File: config.mk
export PLATFORM = sky130hd
export DESIGN_NAME = fetch_stage
export DESIGN_NICKNAME = d
export VERILOG_FILES = /design/src/rtl/fetch_stage.sv
export SDC_FILE = /design/constraint.sdc
export NUM_CORES = 1
export LEC_CHECK = 0
export ABC_CLOCK_PERIOD_IN_PS = 2800
export CORE_UTILIZATION = 48
export DETAILED_ROUTE_END_ITERATION = 8
export GPL_ROUTABILITY_DRIVEN = 0
export PLACE_DENSITY = 0.8
export SLEW_MARGIN = 5
export SYNTH_ARGS = -nofsm -noshare
export SYNTH_HDL_FRONTEND = slang
export SYNTH_SLANG_ARGS = --single-unit
export TNS_END_PERCENT = 5
File: constraint.sdc
create_clock -name clk -period 2.8 [get_ports clk]
set_input_delay 0.28 -clock clk [delete_from_list [all_inputs] [get_ports clk]]
set_output_delay 0.28 -clock clk [all_outputs]
set_load 0.01 [all_outputs]
File: src/rtl/fetch_stage.sv
// Instruction-fetch stage: owns the PC, issues single-outstanding requests to a
// variable-latency instruction memory and loads the IF/ID register under stall/flush.
module fetch_stage #(
  parameter logic [31:0] RESET_PC = 32'h0000_0000
) (
  input  logic        clk,
  input  logic        rst_n,
  input  logic        PC_write,
  input  logic        IF_ID_write,
  input  logic        flush,
  input  logic [31:0] branch_target,
  output logic        imem_req,
  output logic [31:0] imem_addr,
  input  logic        imem_ready,
  input  logic        imem_rvalid,
  input  logic [31:0] imem_rdata,
  output logic [31:0] pc_IF_ID,
  output logic [31:0] pc_plus4_IF_ID,
  output logic [31:0] instr_IF_ID,
  output logic        valid_IF_ID
);

  typedef enum logic [1:0] {S_FETCH, S_WAIT, S_HOLD, S_DROP} state_t;

  typedef struct packed {
    logic [31:0] pc;
    logic [31:0] pc4;
    logic [31:0] instr;
    logic        vld;
  } ifid_t;

  state_t      state, nstate;
  logic [31:0] pc, hold_buf;
  ifid_t       ifid;
  logic        advance, deliver, use_buf, cap;

  assign advance = PC_write && IF_ID_write;

  // rst_n gating keeps the request low for the whole reset window
  assign imem_req  = rst_n && (state == S_FETCH);
  assign imem_addr = pc;

  always_comb begin
    nstate  = state;
    deliver = 1'b0;
    use_buf = 1'b0;
    cap     = 1'b0;
    case (state)
      S_FETCH: begin
        if (flush)           nstate = imem_ready ? S_DROP : S_FETCH;
        else if (imem_ready) nstate = S_WAIT;
      end
      S_WAIT: begin
        if (flush) nstate = imem_rvalid ? S_FETCH : S_DROP;
        else if (imem_rvalid) begin
          if (advance) begin
            nstate  = S_FETCH;
            deliver = 1'b1;
          end else begin
            nstate = S_HOLD;
            cap    = 1'b1;
          end
        end
      end
      S_HOLD: begin
        if (flush) nstate = S_FETCH;
        else if (advance) begin
          nstate  = S_FETCH;
          deliver = 1'b1;
          use_buf = 1'b1;
        end
      end
      S_DROP: begin
        // the stale response retires the outstanding request even under flush
        if (imem_rvalid) nstate = S_FETCH;
      end
      default: nstate = S_FETCH;
    endcase
  end

  always_ff @(posedge clk or negedge rst_n) begin
    if (!rst_n) state <= S_FETCH;
    else        state <= nstate;
  end

  always_ff @(posedge clk or negedge rst_n) begin
    if (!rst_n)       pc <= RESET_PC;
    else if (flush)   pc <= branch_target;
    else if (deliver) pc <= pc + 32'd4;
  end

  always_ff @(posedge clk or negedge rst_n) begin
    if (!rst_n)   hold_buf <= '0;
    else if (cap) hold_buf <= imem_rdata;
  end

  always_ff @(posedge clk or negedge rst_n) begin
    if (!rst_n) ifid <= '0;
    else if (flush) begin
      ifid.vld   <= 1'b0;
      ifid.instr <= '0;
    end else if (deliver) begin
      ifid.pc    <= pc;
      ifid.pc4   <= pc + 32'd4;
      ifid.instr <= use_buf ? hold_buf : imem_rdata;
      ifid.vld   <= 1'b1;
    end else if (advance) begin
      ifid.vld   <= 1'b0;
      ifid.instr <= '0;
    end
  end

  assign pc_IF_ID       = ifid.pc;
  assign pc_plus4_IF_ID = ifid.pc4;
  assign instr_IF_ID    = ifid.instr;
  assign valid_IF_ID    = ifid.vld;

endmodule

# Word level (Yosys, flattened, before mapping)
# Cells that the tools add are included.
totals:
  ff_bits: 163
  inputBits: 71
  word_cells: 50
op_classes:
  n_mux: 27
  n_bitwise: 1
  eq_ne: 7
  addsub: 1
  n_reduce_logical: 7
op_table:
  columns: ["op", "n"]
  rows:
  - ["$mux 33", 3]
  - ["$mux 32", 3]
  - ["$add 32x3->32 const B", 1]
  - ["$mux 2", 10]
  - ["$mux 1", 9]
  - ["$ne 3x3->1 const B", 3]
  - ["$pmux 2 s4", 1]
  - ["$eq 2x2->1 const B", 2]
  - ["$reduce_and 4->1", 1]
  - ["$reduce_bool 3->1", 1]
  - ["$eq 2x1->1 const B", 1]
  - ["$logic_and 1x1->1", 2]
  - ["$logic_not 2->1", 1]
  - ["$ne 2x2->1 const B", 1]
  - ["$pmux 1 s2", 1]
  - ["$reduce_and 2->1", 1]
  - ["$reduce_bool 2->1", 1]
  - ["$not 1->1", 1]

# Longest topological paths before layout
# Gate-level depths: netlist of run 1.
depth:
  ltp_word: 7
  depth_mapped: 10
  depth_no_buf: 7

# Worst setup path before layout of run 1
# Ideal clock, no wire load.
synth_path:
  path_type: "reg-to-reg"
  start: "register state[1]"
  end: "register ifid (netlist bit pc_plus4_IF_ID[31])"
  arrival_time_ps: 1947
  t_required_ps: 2666
  path_stages_with_launch: 11
  slack_ps: 719
  setup_time_ps: 134
  period_less_slack_ps: 2081
  cell_sequence: "dfrtp_1 inv_1 ha_1 a21oi_2 or4b_4 buf_6 buf_6 buf_6 buf_2 nand2_1 o21ai_0"
synth_via:
  elab_chain_cells: 3
  elab_cells_between_ends: 4
  classes_between: "eq/ne (2); mux (1); reduce/logical (1)"
synth_lines:
  columns: ["element", "line_no", "text"]
  rows:
  - ["from (decl)", "32", "state_t state, nstate;"]
  - ["from (signal assigned)", "83", "else state <= nstate;"]
  - ["$eq 2x2->1 / $eq 2x1->1 (equally long branches)", "48", "case (state)"]
  - ["$pmux 1 s2 *", "48", null]
  - ["$reduce_and 2->1 (no source line) *", null, null]
  - ["to (decl)", "34", "ifid_t ifid;"]
# Mark *: on every way between the ends. The rest lies on a longest branch, timed or not.
# A chain may end at the register's enable or synchronous reset.

# Worst setup path after layout of run 1
layout_path:
  start: "register state[1]"
  end: "register pc[7] (netlist: imem_addr[7])"
layout_via:
  elab_chain_cells: 3
  elab_cells_between_ends: 4
  classes_between: "eq/ne (2); mux (1); reduce/logical (1)"
layout_lines:
  columns: ["element", "line_no", "text"]
  rows:
  - ["$eq 2x2->1 / $eq 2x1->1 (equally long branches)", "48", null]
  - ["$pmux 1 s2 *", "48", null]
  - ["$reduce_bool 2->1 (no source line) *", null, null]
  - ["to (signal assigned)", "88", "else if (flush) pc <= branch_target;"]
  - ["to (signal assigned)", "89", "else if (deliver) pc <= pc + 32'd4;"]
  - ["to (decl)", "33", "logic [31:0] pc, hold_buf;"]
# Marks and branches as above.

==> results.json, run 1 <==
{
  "wl_per_cell_um": 18.2,
  "numPortBuffers": 200,
  "fillers": 1063,
  "critical_path.top_delay_family": "simple AND/OR/NAND/NOR gates",
  "rsz0062_at_grt": "false",
  "die_w_um": 123,
  "max-clock-path-buffers": 2,
  "seq_area_mm2": 0.00403,
  "slowest_delay_ps": 780,
  "ant_nets": 0,
  "clk_pin_slew_ps": 60,
  "die_h_um": 123,
  "yosysUniqueCellTypes": 43,
  "synth_seq_area_share_pct": 57.0,
  "slew_viol_final": 0,
  "slowest_stage": "or4b_4",
  "syn_to_final_growth_pct": 38.6,
  "drv_cap": 0,
  "pwr-share-clk_pct": 26.8,
  "critPathKind": "flip-flop to flip-flop",
  "root_buffer": "clkbuf_16",
  "dr.pass1.iters": 5,
  "whs_ps": 279,
  "vias_per_cell": 5.67,
  "vias": 6091,
  "clk_latency_ps": 420,
  "power.total_w": 0.00870,
  "grt_overflow_total": 0,
  "avgSynthCellArea_um2": 10.2,
  "period_needed_ps": 2440,
  "finalSetupTns_ps": 0,
  "die-area_mm2": 0.0152,
  "mappedNetlistNets": 771,
  "worst-path-buf-inv": 2,
  "synthCells": 694,
  "p_sw_w": 0.00268,
  "core_area_mm2": 0.0141,
  "htreeDepth": 4,
  "synth-async-reset-ratio_pct": 100,
  "ys_warn_count": 0,
  "setup_violations": 0,
  "antenna_found_initial": 1,
  "grtUsageTotal_pct": 26.6,
  "tightest_slew_ps": 1220,
  "cp_max_fo": 48,
  "cp-start-kind": "flip-flop",
  "multiInputGateArea_mm2": 0.00278,
  "hp-class": "input pin to async pin",
  "grt_max_degree": 85,
  "initial_core_util_pct": 50.1,
  "pin_count": 201,
  "ys_ff_latch": 161,
  "clock_sinks": 161,
  "remaining_drc_errors": 0,
  "seq_power_share_pct": 41.3,
  "row_count": 43,
  "internal-power_w": 0.00602,
  "first_iter_violations": 608,
  "hold_viol": 0,
  "synthFlopType": "dfrtp_1",
  "drive_above_1_share_pct": 10.7,
  "pwr_density_cell_mw_per_mm2": 888,
  "ir_drop_uv": 524,
  "crit_chain": "inv_1 > ha_1 > a21oi_2 > or4b_4 > buf_4 > a21oi_1 > o21ai_0 > o311ai_1",
  "cts_buffers": 17,
  "power_leakage_nw": 4.26,
  "synth_edf_count": 0,
  "power_frac_comb_pct": 31.9,
  "outcome": "finished, final reports clean",
  "place_hpwl_um": 13400,
  "crit_arrival_ps": 2770,
  "switching_share_pct": 30.9,
  "syn_area_mm2": 0.00707,
  "fin_skew_ps": 7.52,
  "slew_headroom_pct": 18.7,
  "grt_pass1_vias": 5984,
  "finalCritPeriodShare_pct": 87.3,
  "layout.nets": 958,
  "wl_um": 19600,
  "cp-end-kind": "flip-flop",
  "grt_pass1_wl_um": 30600,
  "max_freq_ghz": 0.409,
  "required_ps": 3120,
  "cts_tree": "done",
  "cts_resized": 0
}
-- layout by cell type, fill, tap and decap left out, types with 10 or more instances in the layout --
cell and n:
mux2_2 34, clkbuf_16 17, xor2_1 17, clkdlybuf4s50_1 198
nand3_1 13, o21ai_0 78, a22oi_1 11, nor2_1 16
buf_4 17, nand2_1 172, o22ai_1 33, a21oi_1 10
nand4_1 12, dfrtp_1 161
-- power groups by stage --
stage / Sequential (W) / Combinational [W] / Clock (W)
final: 0.00360 / 0.00277 / 0.00233
after floorplan: 0.00374 / 0.00108 / 0
after global placement: 0.00357 / 0.00268 / 0
after global routing: 0.00369 / 0.00302 / 0.00246
after CTS: 0.00360 / 0.00279 / 0.00236
after detailed placement: 0.00363 / 0.00276 / 0
-- path summary, 6_finish.rpt --
path | startpoint | endpoint | slack [ps] | cells after the start
min in group clk | flush | state[0] | 360 | 5
max in group asynchronous | rst_n | pc_IF_ID[15] | 1190 | 3
setup reg to reg | state[1] | imem_addr[7] | 360 | 8
setup / recovery | state[1] | imem_addr[7] | 360 | 8
hold / removal | rst_n | pc_IF_ID[21] | 280 | 2
hold reg to reg | pc_IF_ID[8] | pc_IF_ID[8] | 480 | 2
-- cell families (layout without fill, tap and decap cells) --
kind of cell    after synthesis  in the layout  synth area share [%]
simple gates                244            244                  15.3
compound gates              165            165                  14.1
flops                       161            161                  57.0
buf+inv                      58            258                  3.89
mux                          34             34                  5.42
xor+xnor                     26             26                  3.22
fa+ha+maj                     6              6                  1.06
other cells                   0              1                     0
-- sequential cells by signal (all words and copies together) (netlist names) --
| register | cells |
|---|---|
| hold_buf | 32 |
| imem_addr | 32 |
| instr_IF_ID | 32 |
| pc_IF_ID | 32 |
| pc_plus4_IF_ID | 30 |
| state | 2 |
| valid_IF_ID | 1 |
-- Yosys cell counts, types with 12 or more instances --
master / n / area [um^2]
nand3_1: 13 / 65.1
clkbuf_1: 27 / 101
buf_2: 16 / 80.1
dfrtp_1: 161 / 4030
o21ai_0: 78 / 390
nor2_1: 17 / 63.8
nand2_1: 172 / 646
xor2_1: 17 / 149
o22ai_1: 33 / 206
nand4_1: 12 / 75.1
mux2_2: 34 / 383
-- final cells by class --
cell class | count | area share (%)
inverters | 8 | 0.306
clock inverters | 11 | 1.33
repair buffers | 218 | 21.8
diodes | 1 | 0.0255
flip-flops and latches | 161 | 41.1
well taps | 180 | 2.30
multi-input cells | 475 | 28.3
clock buffers | 21 | 4.80
-- metrics by stage --
stage,cells,instance area (um^2),worst slack [ps],utilization [%]
after floorplan,694,7070,719,-
after global placement,1041,9190,351,65.2
after detailed placement,1041,9190,294,65.2
after CTS,1074,9800,373,69.5
after global routing,1074,9800,158,69.5
final,1075,9800,357,69.5
-- repair_timing --
item	CTS	global route
endpoints found under the hold margin	21	0
setup buffers	0	0
setup endpoints to repair	0	0
hold buffers	1	0
-- per-layer routing --
metal	global-route usage (%)	part of all wire, %	wire, um
met4	7.15	1.5	291
met1	33.7	41	7990
met5	0	0	0
met2	44.4	50	9760
met3	7.98	7.8	1520
No activity file was read; power rests on OpenSTA's default activity.
==> inputs of run 2 (changes only) <==
Settings changed: CORE_UTILIZATION 48 to 25, PLACE_DENSITY 0.8 to not set.
==> run 2 against run 1 <==
Effect of this change: maximum frequency is 0.65% higher; setup slack improved by 16 ps; sequential share of layout area shrank 1.1 points; flip-flop and latch count unchanged; final cell count rose by 19%; routed wire length grew 11%; global-route usage fell by 12 points; non-clock buffer count is 2 higher; register-to-register slack gained 20 ps; critical path depth is the same; via count down 2.5%; total power is 0.91% lower; largest cell class unchanged.
==> results.json, run 2 (synthesized netlist as in run 1, its figures left out) <==
{
  "cp-start-kind": "flip-flop",
  "design_area_mm2": 0.0101,
  "grt_max_degree": 71,
  "grt_pass1_vias": 5736,
  "place_hpwl_um": 14800,
  "finalSetupTns_ps": 0,
  "setup_violations": 0,
  "syn_to_final_growth_pct": 42.3,
  "cp-end-kind": "flip-flop",
  "mostFrequentLayoutCells": "198 x clkdlybuf4s50_1, 172 x nand2_1, 161 x dfrtp_1",
  "initial_core_util_pct": 25.4,
  "clk_pin_slew_ps": 70,
  "rsz0062_at_grt": "false",
  "slew_headroom_pct": 39.2,
  "final_common_cell": "clkdlybuf4s50_1",
  "outcome": "finished, final reports clean",
  "hp-class": "input pin to async pin",
  "rr_endpoint": "imem_addr[9]",
  "numPortBuffers": 200,
  "period_needed_ps": 2430,
  "fin_cells": 1274,
  "critPathKind": "flip-flop to flip-flop",
  "crit_chain": "inv_1 > ha_1 > a21oi_2 > or4b_4 > buf_12 > nor4_2 > a21oi_1 > nand2_1",
  "crit_arrival_ps": 2790,
  "remaining_drc_errors": 0,
  "placed_cell_area_mm2": 0.00948,
  "cts_tree": "done",
  "wl_per_cell_um": 17.1,
  "slowest_delay_ps": 770,
  "max_freq_ghz": 0.412,
  "root_buffer": "clkbuf_16",
  "ir_drop_uv": 325,
  "grtUsageTotal_pct": 15.1,
  "dp_cells": 1241,
  "multiInputGateArea_mm2": 0.00278,
  "max-clock-path-buffers": 2,
  "tightest_slew_ps": 912,
  "drv_cap": 0,
  "n_antenna_cell": 0,
  "reg2reg_slack_ps": 370,
  "fillers": 2820,
  "cts_buffers": 17,
  "htreeDepth": 4,
  "slew_viol_final": 0,
  "layout.nets": 960,
  "clk_latency_ps": 430,
  "finalWorstSetupSlack_ps": 373,
  "dr.pass1.iters": 5,
  "cp_max_fo": 41,
  "die_w_um": 170,
  "drive_above_1_share_pct": 11.2,
  "die_h_um": 170,
  "seq_area_mm2": 0.00403,
  "startpoint": "state[1]",
  "hold_viol": 0,
  "ant_nets": 0,
  "row_count": 61,
  "endpoint": "imem_addr[9]",
  "finalCritPeriodShare_pct": 86.7,
  "wl_um": 21800,
  "vias_per_cell": 4.66,
  "first_iter_violations": 314,
  "die-area_mm2": 0.0289,
  "grt_overflow_total": 0,
  "clock_sinks": 161,
  "final_util_pct": 36.2,
  "cts_resized": 0,
  "pin_count": 201,
  "grt_pass1_wl_um": 33500,
  "antenna_found_initial": 0,
  "power_leakage_nw": 4.28,
  "r2r_start": "state[1]",
  "fin_skew_ps": 10.5,
  "dpl_worst_slack_ps": 241,
  "slowest_stage": "or4b_4",
  "required_ps": 3160,
  "core_area_mm2": 0.0278,
  "worstRegToRegCells": 8,
  "vias": 5940,
  "pwr_density_cell_mw_per_mm2": 857
}
[run 2: cell types whose count changed in the layout (fill, tap and decap cells not counted), moves of 2 or more]
cell        previous run  this run
inv_6                  1         4
buf_12                 0         2
bufinv_16              2         0
clkinvlp_4             7         4
[run 2: stage by stage]
stage | hold WS, ps | total power, W
floorplan | -15.6 | 0.00483
global placement | 182 | 0.00637
detailed placement | 187 | 0.00643
CTS | 299 | 0.00873
global route | 317 | 0.00914
finish | 299 | 0.00862
[run 2: area by class of cell]
class | instances | share of cell area (%)
sequential | 161 | 40.1
multi-input combinational | 475 | 27.7
timing repair buffer | 220 | 21.6
tap | 378 | 4.70
clock buffer | 20 | 4.64
clock inverter | 12 | 0.983
inverter | 8 | 0.299
[run 2: worst min path at each step]
stage | startpoint | endpoint | cells after the start
after floorplan | rst_n | hold_buf[0] | 0
after CTS | rst_n | imem_addr[14] | 2
final | rst_n | imem_addr[14] | 2
after global placement | rst_n | imem_addr[14] | 1
after global routing | rst_n | imem_addr[14] | 2
after detailed placement | rst_n | imem_addr[14] | 1
[run 2: per-layer routing]
metal	up-vias	routed length (um)	track usage, %
li1	2800	-	-
met1	2923	9550	19.0
met2	204	10100	24.5
met3	13	1920	5.74
met4	0	242	3.41
met5	-	0	0
[run 2: critical path: cells and delay by family (launching register included)]
family                   cells  cell delay [ps]
AO/OA/AOI/OAI                2              170
flip-flops                   1              410
AND/OR/NAND/NOR              3             1100
adder cells (fa/ha/maj)      1              260
buffers and inverters        2              400
[run 2: timing repair]
item / 4_1_cts / 5_1_grt
hold endpoints to repair: 25 / 0
hold buffers: 1 / 0
buffers inserted: 0 / 0
[run 2: power by group]
group	internal [W]	total, W	switching (W)
Clock	0.00123	0.00228	0.00105
Combinational	0.00155	0.00277	0.00121
Sequential	0.00308	0.00358	0.000502
==> inputs of run 3 (changes only) <==
Settings changed: CAP_MARGIN set to 10.
==> results of run 3 <==
Same layout as run 2: the final DEF is identical, and so are final timing and power.
